$ cat config.mk
export PLATFORM = sky130hd
export DESIGN_NAME = counter_address_register_bank
export DESIGN_NICKNAME = d
export VERILOG_FILES = /design/src/rtl/car_pkg.sv /design/src/rtl/strobe_edge_detect.sv /design/src/rtl/counter_address_register_bank.sv
export SDC_FILE = /design/constraint.sdc
export NUM_CORES = 1
export LEC_CHECK = 0
export ABC_AREA = 0
export CORE_ASPECT_RATIO = 1.25
export CORE_MARGIN = 8
export CORE_UTILIZATION = 25
export DETAILED_ROUTE_END_ITERATION = 6
export PLACE_DENSITY = 0.5
export SLEW_MARGIN = 5
export SYNTH_ARGS = -nofsm -noshare
export SYNTH_HDL_FRONTEND = slang
export SYNTH_SLANG_ARGS = --single-unit
export TNS_END_PERCENT = 30
$ cat constraint.sdc
create_clock -name i_clock -period 4.17 [get_ports i_clock]
set_input_delay 0.6255 -clock i_clock [delete_from_list [all_inputs] [get_ports i_clock]]
set_output_delay 0.6255 -clock i_clock [all_outputs]
set_load 0.01 [all_outputs]
$ cat src/rtl/car_pkg.sv
// Shared constants and enums for the counter/address register bank.
package car_pkg;

    localparam int unsigned CAR_WIDTH    = 16;
    localparam int unsigned CAR_NUM_REGS = 4;
    localparam int unsigned CAR_OFF_W    = 8;

    typedef enum logic {
        CAR_WRAP,
        CAR_SATURATE
    } car_mode_e;

    typedef enum logic [1:0] {
        STEP_NONE,
        STEP_INC,
        STEP_DEC
    } car_step_e;

endpackage

$ cat src/rtl/strobe_edge_detect.sv
// Rising-edge detector for a level strobe; history resets high so clear release never fakes an edge.
module strobe_edge_detect (
    input  logic i_clock,
    input  logic i_clear,
    input  logic i_strobe,
    output logic o_rise
);

    logic r_prev;

    always_ff @(posedge i_clock) begin
        if (i_clear) begin
            r_prev <= 1'b1;
        end else begin
            r_prev <= i_strobe;
        end
    end

    assign o_rise = ~r_prev & i_strobe;

endmodule

$ cat src/rtl/counter_address_register_bank.sv
// Bank of counter/address registers: bus load, edge-strobed inc/dec (wrap or saturate),
// combinational bus readback and a registered address with signed displacement.
module counter_address_register_bank
    import car_pkg::*;
#(
    parameter int unsigned WIDTH    = CAR_WIDTH,
    parameter int unsigned NUM_REGS = CAR_NUM_REGS,
    parameter int unsigned SEL_W    = $clog2(NUM_REGS),
    parameter int unsigned OFF_W    = CAR_OFF_W,
    parameter bit          SATURATE = 1'b0
) (
    input  logic             i_clock,
    input  logic             i_clear,
    input  logic [WIDTH-1:0] i_bus_in,
    input  logic             i_load_n,
    input  logic [SEL_W-1:0] i_load_sel,
    input  logic             i_inc,
    input  logic             i_dec,
    input  logic [SEL_W-1:0] i_step_sel,
    input  logic             i_a_bus_n,
    input  logic [SEL_W-1:0] i_bus_sel,
    output logic [WIDTH-1:0] o_bus_out,
    output logic             o_bus_oe,
    input  logic             i_a_addr_n,
    input  logic [SEL_W-1:0] i_addr_sel,
    input  logic [OFF_W-1:0] i_addr_offset,
    output logic [WIDTH-1:0] o_addr,
    output logic             o_addr_valid
);

    localparam car_mode_e Mode = SATURATE ? CAR_SATURATE : CAR_WRAP;

    logic [WIDTH-1:0] r_regs [NUM_REGS];
    logic [WIDTH-1:0] r_addr;
    logic             r_addr_valid;

    logic             w_inc_rise;
    logic             w_dec_rise;
    car_step_e        w_step;
    logic [WIDTH-1:0] w_bus_val;
    logic [WIDTH-1:0] w_step_src;
    logic [WIDTH-1:0] w_step_val;
    logic [WIDTH-1:0] w_addr_src;
    logic [WIDTH-1:0] w_offset_ext;

    strobe_edge_detect u_inc_edge (
        .i_clock  (i_clock),
        .i_clear  (i_clear),
        .i_strobe (i_inc),
        .o_rise   (w_inc_rise)
    );

    strobe_edge_detect u_dec_edge (
        .i_clock  (i_clock),
        .i_clear  (i_clear),
        .i_strobe (i_dec),
        .o_rise   (w_dec_rise)
    );

    always_comb begin
        w_step = STEP_NONE;
        if (w_inc_rise && !w_dec_rise) begin
            w_step = STEP_INC;
        end else if (w_dec_rise && !w_inc_rise) begin
            w_step = STEP_DEC;
        end
    end

    // Out-of-range selectors match no register, so reads fall back to zero.
    always_comb begin
        w_bus_val  = '0;
        w_step_src = '0;
        w_addr_src = '0;
        for (int i = 0; i < NUM_REGS; i++) begin
            if (i_bus_sel == SEL_W'(i)) begin
                w_bus_val = r_regs[i];
            end
            if (i_step_sel == SEL_W'(i)) begin
                w_step_src = r_regs[i];
            end
            if (i_addr_sel == SEL_W'(i)) begin
                w_addr_src = r_regs[i];
            end
        end
    end

    always_comb begin
        w_step_val = w_step_src;
        case (w_step)
            STEP_INC: begin
                if (!(Mode == CAR_SATURATE && (&w_step_src))) begin
                    w_step_val = w_step_src + WIDTH'(1);
                end
            end
            STEP_DEC: begin
                if (!(Mode == CAR_SATURATE && !(|w_step_src))) begin
                    w_step_val = w_step_src - WIDTH'(1);
                end
            end
            default: w_step_val = w_step_src;
        endcase
    end

    assign w_offset_ext = {{(WIDTH - OFF_W){i_addr_offset[OFF_W-1]}}, i_addr_offset};

    // Load beats step on the same register; the address uses the pre-update value.
    always_ff @(posedge i_clock) begin
        if (i_clear) begin
            for (int i = 0; i < NUM_REGS; i++) begin
                r_regs[i] <= '0;
            end
            r_addr       <= '0;
            r_addr_valid <= 1'b0;
        end else begin
            for (int i = 0; i < NUM_REGS; i++) begin
                if (!i_load_n && (i_load_sel == SEL_W'(i))) begin
                    r_regs[i] <= i_bus_in;
                end else if ((w_step != STEP_NONE) && (i_step_sel == SEL_W'(i))) begin
                    r_regs[i] <= w_step_val;
                end
            end
            r_addr_valid <= ~i_a_addr_n;
            if (!i_a_addr_n) begin
                r_addr <= w_addr_src + w_offset_ext;
            end
        end
    end

    assign o_bus_out    = w_bus_val;
    assign o_bus_oe     = ~i_a_bus_n;
    assign o_addr       = r_addr;
    assign o_addr_valid = r_addr_valid;

endmodule

# Word level (Yosys, flattened, before mapping)
# Memories as Yosys holds them, arrays and structs flattened.
# Cells that the tools add are included.
# W data, S select, Z words.
[totals]
register_bits = 19
ramBits = 64
input_bits = 39
output_inout_bits = 34
wordCells = 107
memories = 1
[mem_list]
columns = ["memory", "words", "word_bits", "read_ports", "rd_clocked_by_memory_dff", "wr", "line_no", "text"]
rows = [
  ["r_regs", 4, 16, 4, 0, 4, "counter_address_register_bank.sv:33", "logic [WIDTH-1:0] r_regs [NUM_REGS];"],
]
[op_classes]
addsub = 3
eq_ne = 14
n_mux = 53
n_bitwise = 14
n_reduce_logical = 18
[ops]
columns = ["op", "count"]
rows = [
  ["$mux W16", 20],
  ["$pmux W16 S2", 1],
  ["$mux W1", 30],
  ["$eq A2 B2 Y1 const B", 9],
  ["$add A16 B1 Y16 const B", 1],
  ["$add A16 B16 Y16", 1],
  ["$sub A16 B1 Y16 const B", 1],
  ["$eq A2 B1 Y1 const B", 5],
  ["$logic_and A1 B1 Y1", 10],
  ["$logic_not A2 Y1", 4],
  ["$or A1 B1 Y1", 8],
  ["$mux W2", 2],
  ["$not A1 Y1", 4],
  ["$logic_not A1 Y1", 3],
  ["$and A1 B1 Y1", 2],
  ["$reduce_bool A2 Y1", 1],
]

# Logic depth before layout (Yosys ltp)
[depth]
depth_word = 13
depth_mapped = 14
ltp_nobuf = 12

# Hierarchy
# A second synthesis with hierarchy kept.
[hier_totals]
cells_unflattened = 572
area_unflattened_um2 = 6163.4
[modules_own_cells]
columns = ["mod", "n_inst", "cells_per_inst", "area_per_inst_um2"]
rows = [
  ["counter_address_register_bank", 1, 566, 6098.3],
  ["strobe_edge_detect", 2, 3, 32.5],
]

# Worst setup path before layout
# Ideal clock, no wire load.
[synth_path]
path_type = "input-to-reg"
from = "in i_step_sel[0]"
to = "mem r_regs[2][13] (netlist name), data pin"
setup_time_ns = 0.276
arrival_time_ns = 3.686
required_ns = 3.894
slack_ns = 0.208
stages = 12
path_buffers = 2
path_cell_list = "buf_1 > clkbuf_1 > mux4_2 > ha_1 > a21oi_1 > inv_1 > or3_1 > a31oi_1 > o21ai_0 > a21oi_1 > xor2_1 > o22ai_1"
[synth_lines]
columns = ["item", "line_no", "text"]
rows = [
  ["from (decl)", "counter_address_register_bank.sv:19", "input logic [SEL_W-1:0] i_step_sel,"],
  ["to (decl)", "counter_address_register_bank.sv:33", ""],
]

==> results.toml <==
[hold_path]
min_from = "o_addr[10]$_SDFFE_PP0N_"
min_path_type = "reg -> reg"
whs_path_depth = 2

[pwr]
switchingPower_w = 0.000786
p_per_area_nw_per_um2 = 324
switching_share = 0.312
pwr-share-comb = 0.289
p_int_w = 0.00174
total_power_w = 0.00252
clkPwrFrac = 0.318
p_seq_frac = 0.393
leakage_nw = 2.98
ir_drop_mv = 0.154

[logic_synthesis]
yosys_warnings = 0
synth_top_flop_cell = "edfxtp_1"
synthCells = 556
synth_edf_count = 64
ys_ff_latch = 83
synth.avg_cell_area_sq_um = 10.8
syn-num-nets = 629
synthDominantCellAreaShare = 0.321
synthArstFlopShare = 0
synthDistinctLibCells = 51
syn_area_sq_um = 5990
synth_largest_area_cell = "edfxtp_1"
ys_seq_area_frac = 0.384
synthTopCellsByArea = "edfxtp_1 (32%), mux4_2 (18%), ha_1 (6.7%)"

[critical_path]
worstReg2RegStart = "r_regs[3][2]$_DFFE_PP_"
path_delay_family = "compound AO/OA/AOI/OAI gates"
crit_chain = "clkdlybuf4s50_1, buf_4, mux4_2, ha_1, o21a_1, nor2_1, o31ai_2, a221o_1, a41oi_2, xnor2_1, mux2i_1, o21ai_0"
cp_max_fo = 12
slowest_delay_ns = 0.57
crit_path_end_kind = "flip-flop"
cp_num_cells = 12
path_buf_inv = 2
worstPathArrival_ns = 4.04
reg2regPathDepth = 10
cp_slowest_cell = "clkdlybuf4s50_1"
critPathKind = "in -> reg"
cp.required_ns = 4.24
cp-startpoint = "i_step_sel[0]"
startpoint_type = "primary input"

[placement]
place_hpwl_um = 15600
gp_congestion = 0.828
place_area_sq_um = 7500
port_buffers = 72

[floorplanning]
rows = 63
initial_utilization = 0.253
boundaryPins = 73
die_w_um = 154
dieHeight_um = 189
dieArea_sq_um = 29200
fp.coreArea_sq_um = 23600

[timing]
setup_viol = 0
rsz0062_at_grt = "false"
maxSlewViolCount = 0
min_period_ns = 3.97
fmax_ghz = 0.252
slew_headroom = 0.556
fin_skew_ns = 0.00841
hold_viol_final = 0
fin_crit_sh = 0.952
setup_tns_ns = 0
tightest_slew_ns = 0.658

[global_routing]
grt_pass1_vias = 5298
antenna_found_initial = 0
grt_pass1_wl_um = 31200
grt_start_max_net_pins = 25
gr-total-overflow = 0
track_usage = 0.140

[finish]
area_growth_pct = 30.1
layout-drive-gt1-share = 0.203
final_common_cell = "clkdlybuf4s50_1"
n_antenna_cell = 0
fillers = 2382
final_cell_area_sq_um = 7790
fin_nets = 749
mostFrequentLayoutCells = "clkdlybuf4s50_1 (72), edfxtp_1 (64), nor2_1 (61), buf_4 (61), nand2_1 (58)"

[route]
vias = 5120
drc = 0
drt_iter0_markers = 372
wl_per_cell_um = 20.9
vias_per_cell = 5.26
drt-total-wl_um = 20300
drt.antenna.violating_nets = 0
first_pass_iters = 5

[clock_tree]
cts_buffers = 9
ctsHoldBuffers = 0
ctsRootBufferMaster = "clkbuf_16"
cts_tree = "yes"
clk_latency_ns = 0.35
clkTransAtPathRegs_ns = 0.07
clock-sinks = 83
htree_levels = 3
cts_buffer_depth = 2

[flow_run]
maxCapViolations = 0

[outcome]
status = "completed"
==> worst min-delay path, stage by stage, from the launching register on <==
cell,delay (ns)
dfxtp_1,0.31
nand2_1,0.06
a21oi_1,0.05
==> logic make-up after synthesis <==
| logic type | count (synthesis) | share of synthesized area |
|---|---|---|
| compound gates | 140 | 0.157 |
| flops | 83 | 0.384 |
| fa+ha+maj | 34 | 0.0735 |
| buf+inv | 45 | 0.0282 |
| xor+xnor | 21 | 0.0307 |
| simple gates | 179 | 0.136 |
| mux | 54 | 0.191 |
==> through the flow <==
step                 util  hold slack (ns)  cells  setup slack (ns)
floorplan               -            0.486    556             0.208
global placement    0.317            0.455    957            -0.106
detailed placement  0.317            0.454    957            -0.217
CTS                 0.329            0.464    973             0.146
global route        0.330            0.481    973            0.0180
finish              0.330            0.461    973             0.201
==> state kept, by name, summed over array words and instances (netlist names) <==
register / count
r_regs: 64
o_addr: 16
o_addr_valid: 1
u_dec_edge.r_prev: 1
u_inc_edge.r_prev: 1
==> what timing repair did <==
action	in CTS	in global routing
gates resized for setup	0	1
setup endpoints to repair	0	2
setup buffers	0	0
==> synth_stat cells, types with 4 or more instances <==
cell	n
a211oi_1	9
a21oi_1	30
a22o_1	21
a31oi_1	4
buf_1	8
clkbuf_1	19
dfxtp_1	19
edfxtp_1	64
ha_1	32
inv_1	17
mux2i_1	5
mux4_2	48
nand2_1	58
nand2b_1	4
nand3_1	8
nand3b_1	4
nor2_1	61
nor2b_1	8
nor3_1	14
o21a_1	9
o21ai_0	40
o22ai_1	5
xnor2_1	11
xor2_1	10
==> per-layer routing <==
layer / up-vias / track usage / wire (um)
li1: 2379 / - / -
met1: 2516 / 0.161 / 8020
met2: 191 / 0.255 / 10600
met3: 34 / 0.0230 / 1140
met4: 0 / 0.0540 / 588
met5: - / 0 / 0
==> power by group through the flow <==
stage | clock network [W] | registers, W | logic [W]
floorplan | 0 | 0.00101 | 0.000403
global placement | 0 | 0.00101 | 0.000717
detailed placement | 0 | 0.00101 | 0.000730
CTS | 0.000815 | 0.000992 | 0.000734
global route | 0.000848 | 0.00100 | 0.000791
finish | 0.000801 | 0.000992 | 0.000729
==> worst paths after layout <==
kind	slack (ns)	endpoint
min	0.46	o_addr[10]$_SDFFE_PP0N_
max	0.20	r_regs[2][15]$_SDFFCE_PN0P_
min reg2reg	0.46	o_addr[10]$_SDFFE_PP0N_
max reg2reg	0.68	r_regs[2][15]$_SDFFCE_PN0P_
==> cell type report <==
type | count | area (sq um) | share of cell area
repair buffers | 136 | 1240 | 0.159
clock buffers | 10 | 229 | 0.0294
clock inverters | 6 | 57.6 | 0.00739
flip-flops and latches | 83 | 2300 | 0.295
well taps | 292 | 365 | 0.0469
inverters | 18 | 67.6 | 0.00867
multi-input cells | 428 | 3530 | 0.453
Note: power is estimated with default switching activity, not from simulation.
